--- config.mk ---
export PLATFORM = sky130hd
export DESIGN_NAME = clock_period_meter
export DESIGN_NICKNAME = d
export VERILOG_FILES = /design/src/rtl/clock_period_meter.sv
export SDC_FILE = /design/constraint.sdc
export NUM_CORES = 1
export LEC_CHECK = 0
export BUFFER_PORTS_ARGS = -buffer_cell sky130_fd_sc_hd__buf_4
export CORE_MARGIN = 8
export CORE_UTILIZATION = 58
export CTS_CLUSTER_SIZE = 16
export DETAILED_ROUTE_END_ITERATION = 8
export GPL_ROUTABILITY_DRIVEN = 1
export MAX_ROUTING_LAYER = met4
export PLACE_DENSITY = 0.9
export SLEW_MARGIN = 20
export SYNTH_ARGS = -nofsm -noshare
export SYNTH_HDL_FRONTEND = slang
export SYNTH_SLANG_ARGS = --single-unit
export TNS_END_PERCENT = 20
--- constraint.sdc ---
create_clock -name clock_in -period 2.7 [get_ports clock_in]
set_input_delay 0.27 -clock clock_in [delete_from_list [all_inputs] [get_ports clock_in]]
set_output_delay 0.27 -clock clock_in [all_outputs]
set_load 0.1 [all_outputs]
--- src/rtl/clock_period_meter.sv ---
// rtl/clock_period_meter.sv - period/high-time meter for a slow clock-like signal with valid/ready results
module clock_period_meter #(
    parameter int unsigned      WIDTH       = 28,
    parameter logic [WIDTH-1:0] TIMEOUT     = 28'd200000000,
    parameter int unsigned      SYNC_STAGES = 2
) (
    input  logic             clock_in,
    input  logic             reset_n,
    input  logic             sig_in,
    input  logic             meas_ready,
    output logic             meas_valid,
    output logic [WIDTH-1:0] period,
    output logic [WIDTH-1:0] high_time,
    output logic             overrun,
    output logic             timeout,
    output logic             edge_pulse
);

    typedef enum logic {
        IDLE    = 1'b0,
        MEASURE = 1'b1
    } state_t;

    localparam logic [WIDTH-1:0] LAST_CNT = TIMEOUT - 1'b1;
    localparam logic [WIDTH-1:0] ONE      = WIDTH'(1);

    state_t                 state;
    state_t                 state_nxt;
    logic [SYNC_STAGES-1:0] sync_q;
    logic                   prev_q;
    logic [WIDTH-1:0]       cnt;
    logic [WIDTH-1:0]       hcnt;
    logic                   s;
    logic                   rise;
    logic                   xfer;
    logic                   load;
    logic                   to_hit;

    assign s      = sync_q[SYNC_STAGES-1];
    assign rise   = s & ~prev_q;
    assign xfer   = meas_valid & meas_ready;
    assign load   = (state == MEASURE) && rise;
    assign to_hit = (state == MEASURE) && !rise && (cnt == LAST_CNT);

    // Synchronizer and prev reset high so a signal already high at release needs a low first.
    always_ff @(posedge clock_in or negedge reset_n) begin
        if (!reset_n) begin
            sync_q <= '1;
            prev_q <= 1'b1;
        end else begin
            sync_q <= {sync_q[SYNC_STAGES-2:0], sig_in};
            prev_q <= s;
        end
    end

    always_ff @(posedge clock_in or negedge reset_n) begin
        if (!reset_n) begin
            state <= IDLE;
        end else begin
            state <= state_nxt;
        end
    end

    always_comb begin
        state_nxt = state;
        case (state)
            IDLE:    if (rise) state_nxt = MEASURE;
            MEASURE: if (to_hit) state_nxt = IDLE;
            default: state_nxt = IDLE;
        endcase
    end

    always_ff @(posedge clock_in or negedge reset_n) begin
        if (!reset_n) begin
            cnt        <= '0;
            hcnt       <= '0;
            period     <= '0;
            high_time  <= '0;
            meas_valid <= 1'b0;
            overrun    <= 1'b0;
            timeout    <= 1'b0;
            edge_pulse <= 1'b0;
        end else begin
            edge_pulse <= rise;

            if (rise) begin
                cnt  <= ONE;
                hcnt <= ONE;
            end else if (state == MEASURE) begin
                cnt <= cnt + 1'b1;
                // High time stops accumulating at the falling edge.
                if (s) hcnt <= hcnt + 1'b1;
            end

            if (state == IDLE && rise) begin
                timeout <= 1'b0;
            end else if (to_hit) begin
                timeout <= 1'b1;
            end

            if (load) begin
                period     <= cnt;
                high_time  <= hcnt;
                meas_valid <= 1'b1;
                if (xfer) begin
                    overrun <= 1'b0;
                end else if (meas_valid) begin
                    overrun <= 1'b1;
                end
            end else if (xfer) begin
                meas_valid <= 1'b0;
                overrun    <= 1'b0;
            end
        end
    end

endmodule
==> metrics.md <==
| Metric | Value |
|---|---|
| Status | finished clean |
| Die height | about 110 um |
| Max frequency | 413 MHz |
| Input/output buffers | 63 |
| Startpoint Class | register |
| Die area | 0.0125 mm2 |
| Post-Synthesis Cell Area | 0.00535 mm2 |
| Antenna viol nets, final | 0 |
| Synth async-reset ratio | 100% |
| EDFF count, synth | 0 |
| Initial antenna violation count | 0 |
| Cts repair resizes | 0 |
| Commonest non-fill, non-tap cell in the layout | dfrtp_1 |
| Peak supply drop | around 0.45 mV |
| Fin crit share | around nine tenths |
| Flop2flop setup slack | roughly 280 ps |
| Part of the power in combinational logic | 15.2% |
| Die Wd | about 110 um |
| HP Class | in -> async |
| Final hold viol count | 0 |
| Reg clk slew, reported paths | about 60 ps |
| Final setup margin | 278 ps |
| Reg2reg start | sync_q[1] |
| Syn avg cell area | 11.2 um2 |
| Commonest non-fill, non-tap cells in the layout | dfrtp_1 (117), buf_4 (67), mux2_2 (48) |
| Crit path arrival time | 2860 ps |
| Critical path type | reg -> reg |
| Max-slew violation count | 0 |
| Synth top area share | a little over half |
| MaxCap Viol Count | 0 |
| Vias in the first global route | 4290 |
| Yosys warnings | 0 |
| GP Congestion | 0.873 |
| Starting Density | 58.7% |
| Count of final setup violators | 0 |
| Largest net degree at the start of global routing | 62 |
| Clock Path Buffers | 2 |
| CORE AREA | 0.00911 mm2 |
| Final min period | 2420 ps |
| Power Density | 757 mW/mm2 |
| Top_reg_cell synth | dfrtp_1 |
| Avg WL per Cell | 18.5 um |
| Pleak | 3.13 nW |
| Design Power | about 4.9 mW |
| Row Count | 35 |
| Ant. Diodes | 0 |
| Clock Power Share | 44.1% |
| Nets | 544 |
| FF-to-FF End | hcnt[20] |
| Clock Latency Late Sink | 530 ps |
| Slew headroom | 57.4% |
| Cell variety after synth | 44 |
| IO Pins | 64 |
| Overflow after GRT | 0 |
| Sequential share of the synthesized area | 56.3% |
| Clock Sink Count | 120 |
| Share of power burned in registers | between 40% and 50% |
| All-Layer GR Usage | 20.9% |
| Top cells by area, synth | dfrtp_1 (55%), mux2_2 (10%), o21ai_0 (2.8%) |
| CTS tree | yes |
| Place WS | 430 ps |
| Total CTS buffers | 17 |
| Final wirelength | 12200 um |
| Sw Share | 30.0% |
| P_sw | ~1.5 mW |
| Layout cells sized above 1 | 29.0% |
| Setup_tns | 0 ps |
| 1st-pass router iterations | 5 |
| Slowest stage delay, CP | 700 ps |
| Area grow syn2layout | 21.5% |
| Synth area leader | dfrtp_1 |
| Crit-path cells | and4_2 > nand4_1 > or4_1 > a21oi_1 |
| Cell Int Power | between 3 and 4 mW |
| Net count after synthesis | ~480 |
| Root Driver | clkbuf_8 |
| Depth of the most critical reg-to-reg path | 4 |
| CTS H-Tree Depth | 4 |
| First-pass GRT wire length | roughly 21000 um |
| Slowest CP cell | or4_1 |
| Worst slew pin tran | between 600 and 700 ps |
| Detailed Route Iter0 Violations | 261 |
| Synth Instances | 477 |
| Via count | between 4000 and 5000 |
| Worst path bufs/invs | 0 |
| Clk_skew | 9.48 ps |
| # DRC | 0 |
| Flops & latches, synth | 120 |
| Crit. End Element | register |
| RSZ-0062 raised after global routing | false |
| Crit path max-delay family | simple AND/OR/NAND/NOR gates |
| HPWL Detailed | 7610 um |
| Worst endpoint required time | 3140 ps |
| Avg Vias per Cell | 6.19 |
| CP Max Fanout | 17 |
| Final hold slack | roughly 220 ps |
## registers in the layout, summed over array words and instances, names as in the netlist
register / count
overrun: 1
meas_valid: 1
sync_q: 2
prev_q: 1
hcnt: 28
period: 28
cnt: 28
state: 1
edge_pulse: 1
timeout: 1
high_time: 28
## layer usage
layer	GRT usage, %	vias up	routed length (um)
li1	-	1856	-
met1	23.3	2030	4970
met2	34.7	167	6210
met3	5.19	43	729
met4	9.98	0	314
met5	-	-	0
## metrics by stage
stage / area, um2 / util (%) / instances
2_1_floorplan: 5350 / - / 477
3_3_place_gp: 5890 / 64.7 / 627
3_5_place_dp: 5890 / 64.7 / 627
4_1_cts: 6490 / 71.3 / 662
5_1_grt: 6490 / 71.3 / 662
6_report: 6490 / 71.3 / 662
## cells in the mapped netlist (2+ instances only)
master and n:
or3_2 2, buf_1 3, dfrtp_1 117, dfstp_2 3, a41o_1 5, and4_2 2
nor2_1 23, xnor2_1 9, or3_1 11, a21oi_1 25, o21a_1 2, and4_1 7
and3_1 12, clkbuf_8 2, o21ai_0 30, mux2_2 48, inv_1 10, or4_1 12
nand4_1 14, xor2_1 8, mux2i_1 6, nor4_1 6, or2b_2 2, nand2b_1 7
nand2_1 38, and2_1 2, a31oi_1 6, buf_2 6, ha_1 2, o31ai_1 9
clkbuf_1 19, nand3_1 17
## timing repair
action | in CTS | in global routing
endpoints found under the hold margin | 31 | 0
hold buffers | 3 | 0
buffers inserted | 0 | 0
## worst max-delay path by stage
stage,from,to,cells past startpoint
floorplan,prev_q,high_time[12],6
detailed placement,sync_q[1],hcnt[20],4
CTS,sync_q[1],hcnt[20],4
global route,hcnt[0],hcnt[20],5
global placement,sync_q[1],hcnt[18],4
finish,sync_q[1],hcnt[20],4
## worst reg2reg max path, cell delays in order (launching register included)
cell and delay [ps]:
dfstp_2 660, and4_2 280, nand4_1 520, or4_1 710, a21oi_1 180
## cells by family (layout without fill, tap and decap cells)
family	Yosys count	in the layout	synth area share, %
buffers and inverters	40	114	3.32
adders and majority gates	2	2	0.468
and+or+nand+nor	163	163	17.0
muxes	54	54	11.2
AOI/OAI and AO/OA	81	81	8.97
xor gates and xnor gates	17	17	2.79
DFF	120	120	56.3
## area by class of cell
class	count	area, um2
Inverter	10	37.5
Fill cell	613	2620
Clock buffer	22	453
Clock inverter	10	120
Sequential cell	120	3010
Timing Repair Buffer	72	573
Multi-Input combinational cell	317	2160
Tap cell	111	139
## power by group through the flow
stage / Clock (mW) / Sequential (mW) / Combinational (mW)
finish: 2.17 / 2.00 / 0.747
CTS: 2.19 / 2.00 / 0.754
global route: 2.28 / 2.02 / 0.793
floorplan: 0 / 2.37 / 0.201
global placement: 0 / 2.02 / 0.730
detailed placement: 0 / 2.03 / 0.746
No activity file was read; power rests on OpenSTA's default activity.
